==> src/rtl/pipeline_run_monitor.sv <==
// -----------------------------------------------------------------------------
// pipeline_run_monitor
//
// Run controller and writeback tracer for PipelinedProcessor.
//   * Holds the core in reset for RESET_CYCLES edges after the monitor leaves
//     reset, then lets it run and counts run cycles.
//   * Declares HALTED when the core PC has stayed unchanged long enough, or
//     TIMEOUT when the run-cycle budget is exhausted. Both are terminal until
//     the next monitor reset.
//   * Records every traced register-file write as {timestamp, addr, data} in a
//     show-ahead FIFO that a host drains with a valid/ready handshake.
//
// Ports
//   clk          in   rising-edge clock for all logic
//   reset        in   synchronous, active-low monitor reset (0 = reset)
//   core_reset   out  active-high reset for the processor core
//   pc_in        in   core program counter
//   wb_en        in   register-file write enable
//   wb_addr      in   register-file write index
//   wb_data      in   register-file write data
//   trace_valid  out  FIFO head entry is valid
//   trace_ready  in   host accepts the head entry this cycle
//   trace_data   out  head entry {timestamp, addr, data}
//   cycle_count  out  run cycles elapsed (frozen once done)
//   status       out  0 RESET_HOLD, 1 RUN, 2 HALTED, 3 TIMEOUT
//   done         out  status is HALTED or TIMEOUT
//   overflow     out  sticky flag: at least one trace entry was dropped
//   drop_count   out  number of dropped entries, saturating at 255
// -----------------------------------------------------------------------------
module pipeline_run_monitor #(
    parameter int PC_WIDTH       = 32,
    parameter int DATA_WIDTH     = 32,
    parameter int REG_ADDR_WIDTH = 5,
    parameter int CYC_WIDTH      = 16,
    parameter int RESET_CYCLES   = 2,
    parameter int MAX_CYCLES     = 1000,
    parameter int HALT_WINDOW    = 4,
    parameter int TRACE_DEPTH    = 16,
    parameter int FILTER_R0      = 1
) (
    input  logic                                          clk,
    input  logic                                          reset,
    output logic                                          core_reset,
    input  logic [PC_WIDTH-1:0]                           pc_in,
    input  logic                                          wb_en,
    input  logic [REG_ADDR_WIDTH-1:0]                     wb_addr,
    input  logic [DATA_WIDTH-1:0]                         wb_data,
    output logic                                          trace_valid,
    input  logic                                          trace_ready,
    output logic [CYC_WIDTH+REG_ADDR_WIDTH+DATA_WIDTH-1:0] trace_data,
    output logic [CYC_WIDTH-1:0]                          cycle_count,
    output logic [1:0]                                    status,
    output logic                                          done,
    output logic                                          overflow,
    output logic [7:0]                                    drop_count
);

    localparam int ENTRY_W = CYC_WIDTH + REG_ADDR_WIDTH + DATA_WIDTH;
    localparam int HOLD_W  = $clog2(RESET_CYCLES + 1);
    localparam int STAB_W  = $clog2(HALT_WINDOW);
    localparam int PTR_W   = $clog2(TRACE_DEPTH);

    localparam logic [HOLD_W-1:0]    HOLD_LAST = HOLD_W'(RESET_CYCLES - 1);
    localparam logic [STAB_W-1:0]    STAB_MAX  = STAB_W'(HALT_WINDOW - 1);
    localparam logic [CYC_WIDTH-1:0] CYC_LAST  = CYC_WIDTH'(MAX_CYCLES - 1);

    typedef enum logic [1:0] {
        ST_RESET_HOLD = 2'd0,
        ST_RUN        = 2'd1,
        ST_HALTED     = 2'd2,
        ST_TIMEOUT    = 2'd3
    } state_t;

    // -------------------------------------------------------------------------
    // Run-control state
    // -------------------------------------------------------------------------
    state_t                state_q,    state_d;
    logic [HOLD_W-1:0]     hold_q,     hold_d;
    logic [CYC_WIDTH-1:0]  cyc_q,      cyc_d;
    logic [STAB_W-1:0]     stable_q,   stable_d;
    logic [PC_WIDTH-1:0]   pc_prev_q,  pc_prev_d;
    // Set once a RUN-cycle PC has been captured, so the very first RUN cycle
    // never compares against a PC sampled while the core was still in reset.
    logic                  pc_valid_q, pc_valid_d;

    always_ff @(posedge clk) begin
        if (!reset) begin
            state_q    <= ST_RESET_HOLD;
            hold_q     <= '0;
            cyc_q      <= '0;
            stable_q   <= '0;
            pc_prev_q  <= '0;
            pc_valid_q <= 1'b0;
        end else begin
            state_q    <= state_d;
            hold_q     <= hold_d;
            cyc_q      <= cyc_d;
            stable_q   <= stable_d;
            pc_prev_q  <= pc_prev_d;
            pc_valid_q <= pc_valid_d;
        end
    end

    always_comb begin
        state_d    = state_q;
        hold_d     = hold_q;
        cyc_d      = cyc_q;
        stable_d   = stable_q;
        pc_prev_d  = pc_prev_q;
        pc_valid_d = pc_valid_q;

        case (state_q)
            ST_RESET_HOLD: begin
                pc_valid_d = 1'b0;
                if (hold_q == HOLD_LAST) begin
                    state_d = ST_RUN;
                end else begin
                    hold_d = hold_q + HOLD_W'(1);
                end
            end

            ST_RUN: begin
                pc_prev_d  = pc_in;
                pc_valid_d = 1'b1;
                if (pc_valid_q) begin
                    if (pc_in == pc_prev_q) begin
                        // Saturate so a long halt cannot wrap the counter.
                        if (stable_q != STAB_MAX) begin
                            stable_d = stable_q + STAB_W'(1);
                        end
                    end else begin
                        stable_d = '0;
                    end
                end

                // Halt takes priority over timeout; in either case the cycle
                // counter keeps the value of the last RUN cycle.
                if (stable_q == STAB_MAX) begin
                    state_d = ST_HALTED;
                end else if (cyc_q == CYC_LAST) begin
                    state_d = ST_TIMEOUT;
                end else begin
                    cyc_d = cyc_q + CYC_WIDTH'(1);
                end
            end

            ST_HALTED, ST_TIMEOUT: begin
                // Terminal: everything holds until the next monitor reset.
            end

            default: begin
                state_d = ST_RESET_HOLD;
            end
        endcase
    end

    assign status      = state_q;
    assign core_reset  = (state_q == ST_RESET_HOLD);
    assign done        = (state_q == ST_HALTED) || (state_q == ST_TIMEOUT);
    assign cycle_count = cyc_q;

    // -------------------------------------------------------------------------
    // Trace FIFO
    // Pointers carry one extra wrap bit so full and empty are distinguishable
    // without a separate occupancy counter.
    // -------------------------------------------------------------------------
    logic [ENTRY_W-1:0] mem_q [TRACE_DEPTH];
    logic [PTR_W:0]     wr_ptr_q,   wr_ptr_d;
    logic [PTR_W:0]     rd_ptr_q,   rd_ptr_d;
    logic               overflow_q, overflow_d;
    logic [7:0]         drops_q,    drops_d;

    logic               fifo_empty;
    logic               fifo_full;
    logic               push_req;
    logic               push_ok;
    logic               pop;
    logic               drop;
    logic [ENTRY_W-1:0] push_entry;

    assign fifo_empty = (wr_ptr_q == rd_ptr_q);
    assign fifo_full  = (wr_ptr_q[PTR_W] != rd_ptr_q[PTR_W]) &&
                        (wr_ptr_q[PTR_W-1:0] == rd_ptr_q[PTR_W-1:0]);

    assign push_req   = (state_q == ST_RUN) && wb_en &&
                        !((FILTER_R0 != 0) && (wb_addr == '0));
    assign pop        = !fifo_empty && trace_ready;
    // A full FIFO still accepts a write when the head leaves in the same cycle.
    assign push_ok    = push_req && (!fifo_full || pop);
    assign drop       = push_req && fifo_full && !pop;
    assign push_entry = {cyc_q, wb_addr, wb_data};

    always_comb begin
        wr_ptr_d   = wr_ptr_q + ((PTR_W + 1)'(push_ok));
        rd_ptr_d   = rd_ptr_q + ((PTR_W + 1)'(pop));
        overflow_d = overflow_q | drop;
        drops_d    = drops_q;
        if (drop && (drops_q != 8'hFF)) begin
            drops_d = drops_q + 8'd1;
        end
    end

    always_ff @(posedge clk) begin
        if (!reset) begin
            wr_ptr_q   <= '0;
            rd_ptr_q   <= '0;
            overflow_q <= 1'b0;
            drops_q    <= '0;
        end else begin
            wr_ptr_q   <= wr_ptr_d;
            rd_ptr_q   <= rd_ptr_d;
            overflow_q <= overflow_d;
            drops_q    <= drops_d;
        end
    end

    // Storage carries no reset; emptiness is defined purely by the pointers.
    always_ff @(posedge clk) begin
        if (push_ok) begin
            mem_q[wr_ptr_q[PTR_W-1:0]] <= push_entry;
        end
    end

    // Show-ahead read: the head entry is presented without waiting for a pop.
    assign trace_data  = mem_q[rd_ptr_q[PTR_W-1:0]];
    assign trace_valid = !fifo_empty;
    assign overflow    = overflow_q;
    assign drop_count  = drops_q;

endmodule

==> config.mk <==
export PLATFORM = sky130hd
export DESIGN_NAME = pipeline_run_monitor
export DESIGN_NICKNAME = d
export VERILOG_FILES = /design/src/rtl/pipeline_run_monitor.sv
export SDC_FILE = /design/constraint.sdc
export NUM_CORES = 1
export LEC_CHECK = 0
export BUFFER_PORTS_ARGS = -buffer_cell sky130_fd_sc_hd__clkbuf_2
export CORE_MARGIN = 1
export CORE_UTILIZATION = 30
export CTS_CLUSTER_SIZE = 8
export DETAILED_ROUTE_END_ITERATION = 16
export PLACE_DENSITY = 0.46
export SYNTH_ARGS = -nofsm -noshare
export SYNTH_HDL_FRONTEND = slang
export SYNTH_SLANG_ARGS = --single-unit
==> constraint.sdc <==
create_clock -name clk -period 8.25 [get_ports clk]
set_input_delay 1.65 -clock clk [delete_from_list [all_inputs] [get_ports clk]]
set_output_delay 1.65 -clock clk [all_outputs]
set_load 0.03 [all_outputs]
---- Word-level counts from Yosys, hierarchy flattened ----
Memory sizes are Yosys's and may differ from the RTL's. A register that Yosys moved wholly into a read port is not among the register bits.
Index checks and enable logic that the tools add are counted.
W data, S select, Z words.
cells by class
  muxes and demuxes ....................... 10
  bitwise gates (word level) .............. 4
  add/subtract/negate cells ............... 6
  reduce and logical (&&, ||, !) cells .... 21
  eq/ne operators ......................... 15
operator list
  operator                 number
  $eq A32 B32 Y1           1
  $add A16 B1 Y16 const B  1
  $eq A16 B10 Y1 const B   1
  $add A5 B1 Y5            2
  $mux W2                  5
  $reduce_and A3 Y1        3
  $add A8 B1 Y8 const B    1
  $logic_and A1 B1 Y1      8
  $ne A8 B8 Y1 const B     1
  $eq A2 B2 Y1 const B     3
  $eq A5 B5 Y1             1
  $logic_not A5 Y1         1
  $add A2 B1 Y2 const B    2
  $eq A2 B1 Y1 const B     2
  $eq A4 B4 Y1             1
  $logic_not A1 Y1         4
  $mux W4                  1
  $ne A2 B1 Y1 const B     2
  $pmux W2 S2              1
  $ne A3 B3 Y1 const B     1
  $not A1 Y1               3
  $logic_not A2 Y1         1
  $logic_or A1 B1 Y1       2
  $mux W1                  2
  6 further kinds          6
storage, ports and cells
  RAM bits ................................ 848
  bits of input ports ..................... 73
  memories kept ........................... 1
  register bits ........................... 74
  logic and storage cells ................. 67
memories
  name   depth  bits a word  read ports  clocked after Yosys merged registers in  write ports  line  RTL
  mem_q  16     53           1           1                                        1            167   logic [ENTRY_W-1:0] mem_q [TRACE_DEPTH];

---- Depth between registers and ports, before layout ----
Gate-level depths: netlist (run 1).
  depth after elaboration ................. 7
  depth in mapped cells ................... 10

---- Least setup slack after synthesis (run 1) ----
OpenSTA, ideal clock, no wires.
  path type ............................... input-to-reg
  from .................................... input port wb_addr[3]
  to ...................................... memory mem_q[0][0] in the netlist's numbering, enable pin
  setup time .............................. 0.540 ns
  path buffers ............................ 0
  required time ........................... 7.710 ns
  data arrival time ....................... 6.322 ns
  stages .................................. 5
  path slack .............................. 1.388 ns
  cells stage by stage .................... or4_1 -> o211ai_1 -> a21oi_1 -> nor3b_1 -> nor3b_1
on the way
  word-level cells in the longest chain between the ends .. 6
RTL lines
  item                           line  RTL
  from (decl)                    46    input logic [REG_ADDR_WIDTH-1:0] wb_addr,
  $logic_not A5 Y1               186   !((FILTER_R0 != 0) && (wb_addr == '0));
  $logic_not A1 Y1               186
  $logic_and A1 B1 Y1            185   assign push_req = (state_q == ST_RUN) && wb_en &&
  $logic_and A1 B1 Y1            189   assign push_ok = push_req && (!fifo_full || pop);
  $mux W1                        219   if (push_ok) begin
  $mux W1 (implied by the code)  220   mem_q[wr_ptr_q[PTR_W-1:0]] <= push_entry;
  to (decl)                      167
No other way between the ends.

==> results of run 1 <==
-- sequential cells by signal, summed over array words and instances (netlist names) --
register	count
pc_valid_q	1
hold_q	2
mem_q	848
status	2
cycle_count	16
drop_count	8
stable_q	2
overflow	1
rd_ptr_q	5
pc_prev_q	32
wr_ptr_q	5
-- layout make-up --
| type | instances | share of cell area [%] |
|---|---|---|
| sequential | 922 | 64.3 |
| inverter | 4 | 0.0358 |
| clock buffer | 161 | 8.30 |
| multi-input combinational | 586 | 19.5 |
| tap | 1524 | 4.55 |
| clock inverter | 15 | 0.741 |
| antenna | 2 | 0.0119 |
| timing repair buffer | 188 | 2.53 |
-- power by group through the flow --
stage,registers (mW),logic (mW),clock network (mW)
after floorplan,5.32,0.818,0
after global placement,5.36,1.12,0
final,5.27,1.10,4.95
after detailed placement,5.36,1.14,0
after global routing,5.28,1.19,5.27
after CTS,5.28,1.14,5.09
-- worst paths after layout --
path	cells after the start	endpoint	slack [ns]	from
worst max-delay path	4	trace_data[41]	2.57	rd_ptr_q[0]$_SDFF_PN0_
worst min-delay path	2	stable_q[1]$_SDFFE_PN0P_	0.47	stable_q[1]$_SDFFE_PN0P_
worst max register to register	7	mem_q[6][48]$_DFFE_PP_	3.60	status[0]$_SDFFE_PN0P_
worst min register to register	2	stable_q[1]$_SDFFE_PN0P_	0.47	stable_q[1]$_SDFFE_PN0P_
-- worst max-delay path: cells and delay by family, from the launching register on --
family                 cells  cell delay [ns]
muxes                      2             1.21
DFF                        1             1.04
buffers and inverters      2             0.94
-- layer usage --
layer | wire (um) | share of wire (%) | vias up | global-route usage, %
met5 | 46 | 0.053 | - | 0
met4 | 1650 | 1.9 | 8 | 4.38
met3 | 4520 | 5.2 | 132 | 3.56
met2 | 43200 | 50 | 389 | 24.5
met1 | 37300 | 43 | 8883 | 19.0
li1 | - | - | 7089 | -
-- through the flow --
stage	power, mW	utilization, %	area, sq um	hold slack [ns]	worst slack, ns
3_3_place_gp	6.48	32.7	38100	0.449	3.04
5_1_grt	11.7	36.0	41900	0.498	2.28
2_1_floorplan	6.14	-	35400	0.430	1.39
3_5_place_dp	6.50	32.7	38100	0.460	3.02
4_1_cts	11.5	36.0	41900	0.469	2.42
6_report	11.3	36.0	41900	0.471	2.57
-- cell usage in the layout, fill, tap and decap left out, drive strengths merged, types with 9 or more instances in the layout --
cell type    n
clkbuf     316
nand4       10
xor2        14
buf         33
nand2       84
and2        28
inv          9
nor2        13
mux4       265
dfxtp       74
edfxtp     848
a21boi      40
clkinv      10
nand3       17
xnor2       45
-- cell families after synthesis --
group | after synthesis | synth area share [%]
compound gates | 54 | 1.12
xor+xnor | 59 | 1.48
fa+ha+maj | 8 | 0.283
buf+inv | 86 | 1.10
flops | 922 | 76.1
mux | 268 | 16.9
simple gates | 197 | 2.92
==> run metrics, run 1 <==
die width=~350 um; biggest area consumer among synthesized cells=edfxtp_1; worst-path cell chain=buf_4, mux4_2, mux4_2, clkbuf_2; most common cell in the netlist=edfxtp_1; I/O pin count=156; max-slew violation count=0; top-area cell type share of the netlist area=just over 70%; crit path kind=reg2out; Layout area overhead=18.4%; CTS resizes=0; Die H=~350 um; Final Hold Fails=0; WP data arrival=4.03 ns; Finished Layout Cells=3,402; CTS sink cnt=approximately 900; CP most frequent cell=mux4_2; CTS Hold Bufs=0; worst skew pair latency=about 0.74 ns; Ys Warns=0; via/cell ratio=4.85; Distinct cells, synth=49; RSZ-0062 raised after global routing=no; sequential area share after synthesis=between 70% and 80%; status=finished clean; CTS H-tree depth=4; initial detailed-routing violation count=1,000; Fin Setup TNS=0 ns; Post-Synthesis Net Count=~1,700; average size of a mapped cell=about 22 sq um; Int Pwr=around 8.6 mW; first-pass GRT wire length=approximately 130 mm; Nets=1,916; Setup Buffers After CTS=0; worst path required time=roughly 6.6 ns; Worst setup SP type=flip-flop; area of the multi-input gates=slightly above 0.008 sq mm; Critical Path Slowest Stage Cell=dfxtp_4; layout cell share with drive strength beyond 1=approximately a third; CTS tree=built; GRT Overall Usage=roughly 15%; Via Count=between 15,000 and 20,000; clock power share=~44%; Rows=approximately 130; final wirelength=a little under 90 mm; worst min-delay path class=reg2reg; Flop pwr share=~47%; TritonRoute pass-1 iters=4; Initial Util=between 30% and 40%; max cap viols=0; max incr delay on CP=about 1.0 ns; Worst-Margin Slew=1.20 ns; Post-Syn Area=roughly 0.035 sq mm; fillers=approximately 11,000; pwr/cell area=approximately 270 mW/mm^2; Seq. cell area=0.0270 sq mm; hpwl dp=just under 50 mm; vias in the first global route=around 18,000; Cells after DPL=about 3,200; Core Footprint=0.117 sq mm; switching power=between 2 and 3 mW; synth cell count leaders=848 x edfxtp_1, 265 x mux4_2, 84 x nand2_1; GR Overflow Total=0; largest net degree at the start of global routing=between 90 and 100; dominant cells by area after synthesis=edfxtp_1 72%, mux4_2 17%, dfxtp_1 4.2%; Post-synth ARST share=0%; Gate Count Post-Synth=around 1,600; EDFF count, synth=~850; CP Capture Type=output port; CTS max path bufs=3; residual DRC count=0; CTS clk-pin slew, worst paths=0.05 ns; GP Congestion=between 0.7 and 0.8; Achievable Freq=about 0.18 GHz; Crit Path Max Fanout=48; Net Sw Frac=23.7%; area of the die=around 0.12 sq mm; setup violators final=0; Tcrit/Tclk final=68.8%; Peak VDD IR=between 0.15 and 0.2 mV; Period minus WS final=roughly 5.7 ns; max-slew headroom at the worst pin=between 20 and 25%; Comb pwr share=around 9.7%; Top FF cell, synth=edfxtp_1; initial antenna violation count=9; worst clock skew=around 0.056 ns; WL per Instance=about 25 um; Routed Antenna Nets=0; CTS root buf=clkbuf_16; CTS Buf Count=roughly 130; # port buffers=roughly 160; Synth Register Bits=922; leakage=around 13 nW
(Power assumes the default switching activity.)
==> inputs of run 2 (changes only) <==
Settings changed: ABC_AREA set to 1.
Clock period 8.25 ns to 5.6 ns, I/O delays scaled along.
==> run 2 against run 1 <==
  * Total power is 61% higher
  * First-iteration DRC count is 64% higher
  * Global-route usage is 1.8 points higher
  * Final area is 2.5% higher
==> run metrics, run 2 <==
final wirelength=102 mm; post-synthesis adder-cell area fraction=less than 1%; die width=roughly 350 um; Crit Path Max Fanout=around 200; GP Congestion=~0.76; Period minus WS final=between 4 and 5 ns; CTS root buf=clkbuf_16; vias in the first global route=between 20,000 and 25,000; commonest non-fill, non-tap cell in the layout=edfxtp_1; CTS tree=built; Core Footprint=between 0.1 and 0.15 sq mm; biggest area consumer among synthesized cells=edfxtp_1; Largest register FFs=around 850; Net Sw Frac=roughly 29%; Worst-Margin Slew=approximately 1.3 ns; status=finished clean; mux contribution to synthesized area=2.48%; Reg-to-Reg Start=rd_ptr_q[1]$_SDFF_PN0_; CTS max path bufs=3; Rows=127; max-slew headroom at the worst pin=11.9%; Synth Register Bits=slightly above 900; initial antenna violation count=4; initial detailed-routing violation count=1,644; Post-Syn Area=between 0.03 and 0.04 sq mm; max incr delay on CP=0.73 ns; worst clock skew=0.0277 ns; Routed Antenna Nets=0; # port buffers=about 160; CP Buf/Inv Count=2; CTS sink cnt=roughly 920; area of the die=roughly 0.12 sq mm; hpwl dp=approximately 56 mm; startpoint of the worst hold path=overflow$_SDFF_PN0_; EDFF count, synth=848; pwr/cell area=~430 mW/mm^2; most frequent cells in the layout=848 x edfxtp_1, 523 x nor2_1, 253 x o21ai_0; most common cell in the netlist=edfxtp_1; leakage=14.0 nW; CP top delay family=flip-flops; Comb pwr share=~17%; via/cell ratio=about 5.0; first-pass GRT wire length=between 150 and 200 mm; Pwr Total=around 18 mW; Post-synth ARST share=0%; Synth Area in XOR/XNOR=less than 1%; Simple-Gate Fraction of Synth Area=approximately a tenth; layout cell share with drive strength beyond 1=about an eighth; Achievable Freq=between 0.2 and 0.25 GHz; CTS resizes=0; dominant cells by area after synthesis=edfxtp_1 69%, nor2_1 5.5%, dfxtp_1 4.0%; RSZ-0062 raised after global routing=no; Flop pwr share=approximately 43%; CTS H-tree depth=4; Nets=~3,000; Fin Setup TNS=0 ns; sequential area share after synthesis=about 73%; worst path required time=around 4.5 ns; Ys Warns=0; crit path kind=reg2out; post-synthesis compound-gate area fraction=a little under a tenth; FF-to-FF setup slack=between 2 and 2.5 ns; CTS Buf Count=134; Post-Synthesis Net Count=between 2,000 and 3,000; GRT Overall Usage=between 15 and 20%; GR Overflow Total=0; Worst setup SP type=flip-flop; average size of a mapped cell=approximately 13 sq um; Via Count=approximately 23,000; Tcrit/Tclk final=about 86%; worst-path cell chain=buf_12, nor2_1, o32ai_1, nand2_1, nand3_1, clkbuf_2; largest family of logic cells by synthesized area=simple AND/OR/NAND/NOR gates; WL per Instance=roughly 22 um; final core utilization=between 30% and 40%; Die H=roughly 350 um; Worst Reg-to-Reg Cells=9; worst min-delay path class=reg2reg; hold depth=2; max cap viols=0; Peak VDD IR=between 0.3 and 0.4 mV; Setup Buffers After CTS=0; worst skew pair latency=just over 0.7 ns; Top FF cell, synth=edfxtp_1; Initial Util=a little under a third; CTS Hold Bufs=0; top-area cell type share of the netlist area=between 60% and 70%; largest net degree at the start of global routing=199; Gate Count Post-Synth=2,776; WHS Endpoint=overflow$_SDFF_PN0_; max-slew violation count=0; CP Capture Type=output port; Distinct cells, synth=35; switching power=approximately 5.2 mW; TritonRoute pass-1 iters=5; setup violators final=0; residual DRC count=0; Layout area overhead=17.1%; I/O pin count=between 150 and 200; synth cell count leaders=848 x edfxtp_1, 540 x nor2_1, 253 x o21ai_0; hold_ws=around 0.47 ns; clock power share=between 30% and 40%; WP data arrival=3.68 ns; Critical Path Slowest Stage Cell=dfxtp_4; R2R Path End=mem_q[5][2]$_DFFE_PP_; Int Pwr=approximately 13 mW; CTS clk-pin slew, worst paths=roughly 0.05 ns; Final Hold Fails=0
run 2: layout make-up:
type	count	area, sq um
Fill cell	11600	77700
Sequential cell	922	27000
Multi-Input combinational cell	1599	8660
Clock buffer	164	3490
Tap cell	1612	2020
Timing Repair Buffer	207	1350
Inverter	78	300
Clock inverter	11	176
Antenna cell	2	5.00
run 2: power groups by stage:
stage                     sequential, mW  clock [mW]  combinational, mW
final                               7.92        7.20               3.16
after global routing                7.94        7.66               3.48
after CTS                           7.92        7.39               3.22
after detailed placement            8.05           0               3.21
after global placement              8.04           0               3.15
after floorplan                     8.00           0               2.30
run 2: worst max-delay path by stage:
stage                     depth (start not counted)  slack [ns]                endpoint                    from
after floorplan                                   8        1.27   mem_q[0][0]$_DFFE_PP_              wb_addr[3]
final                                             6        0.80          trace_data[20]  rd_ptr_q[0]$_SDFF_PN0_
after CTS                                         7        0.82          trace_data[22]  rd_ptr_q[0]$_SDFF_PN0_
after global routing                              6        0.64          trace_data[19]  rd_ptr_q[0]$_SDFF_PN0_
after global placement                           10        1.53  mem_q[5][13]$_DFFE_PP_              wb_addr[3]
after detailed placement                         10        1.57   mem_q[5][6]$_DFFE_PP_              wb_addr[3]
run 2: worst register-to-register path, cell delays in order, from the launching register on:
cell and delay [ns]:
dfxtp_4 0.85, or2_1 0.21, a21oi_1 0.06, and2_1 0.15, nand2_1 0.13, nand2_1 0.07, inv_1 0.13, nand3_1 0.36
nor2_4 0.60, buf_4 0.50
run 2: kinds of logic (layout without fill, tap and decap cells):
logic type	count (synthesis)	in the layout
simple gates	933	933
mux	91	91
flops	922	922
buf+inv	255	460
other cells	0	2
xor+xnor	37	37
fa+ha+maj	8	8
compound gates	530	530
run 2: stage by stage:
| stage | instance area [sq um] | std cells | setup WS [ns] |
|---|---|---|---|
| 6_report | 43000 | 4595 | 0.802 |
| 5_1_grt | 43000 | 4593 | 0.636 |
| 4_1_cts | 43000 | 4593 | 0.821 |
| 3_5_place_dp | 39300 | 4418 | 1.57 |
| 3_3_place_gp | 39300 | 4418 | 1.53 |
| 2_1_floorplan | 36700 | 2776 | 1.27 |
run 2: layer usage:
layer / vias up / global-route usage [%] / wire length (um)
li1: 10600 / - / -
met1: 11600 / 21.7 / 44700
met2: 584 / 27.4 / 49300
met3: 146 / 3.26 / 5640
met4: 2 / 4.74 / 2040
met5: - / 0 / 13
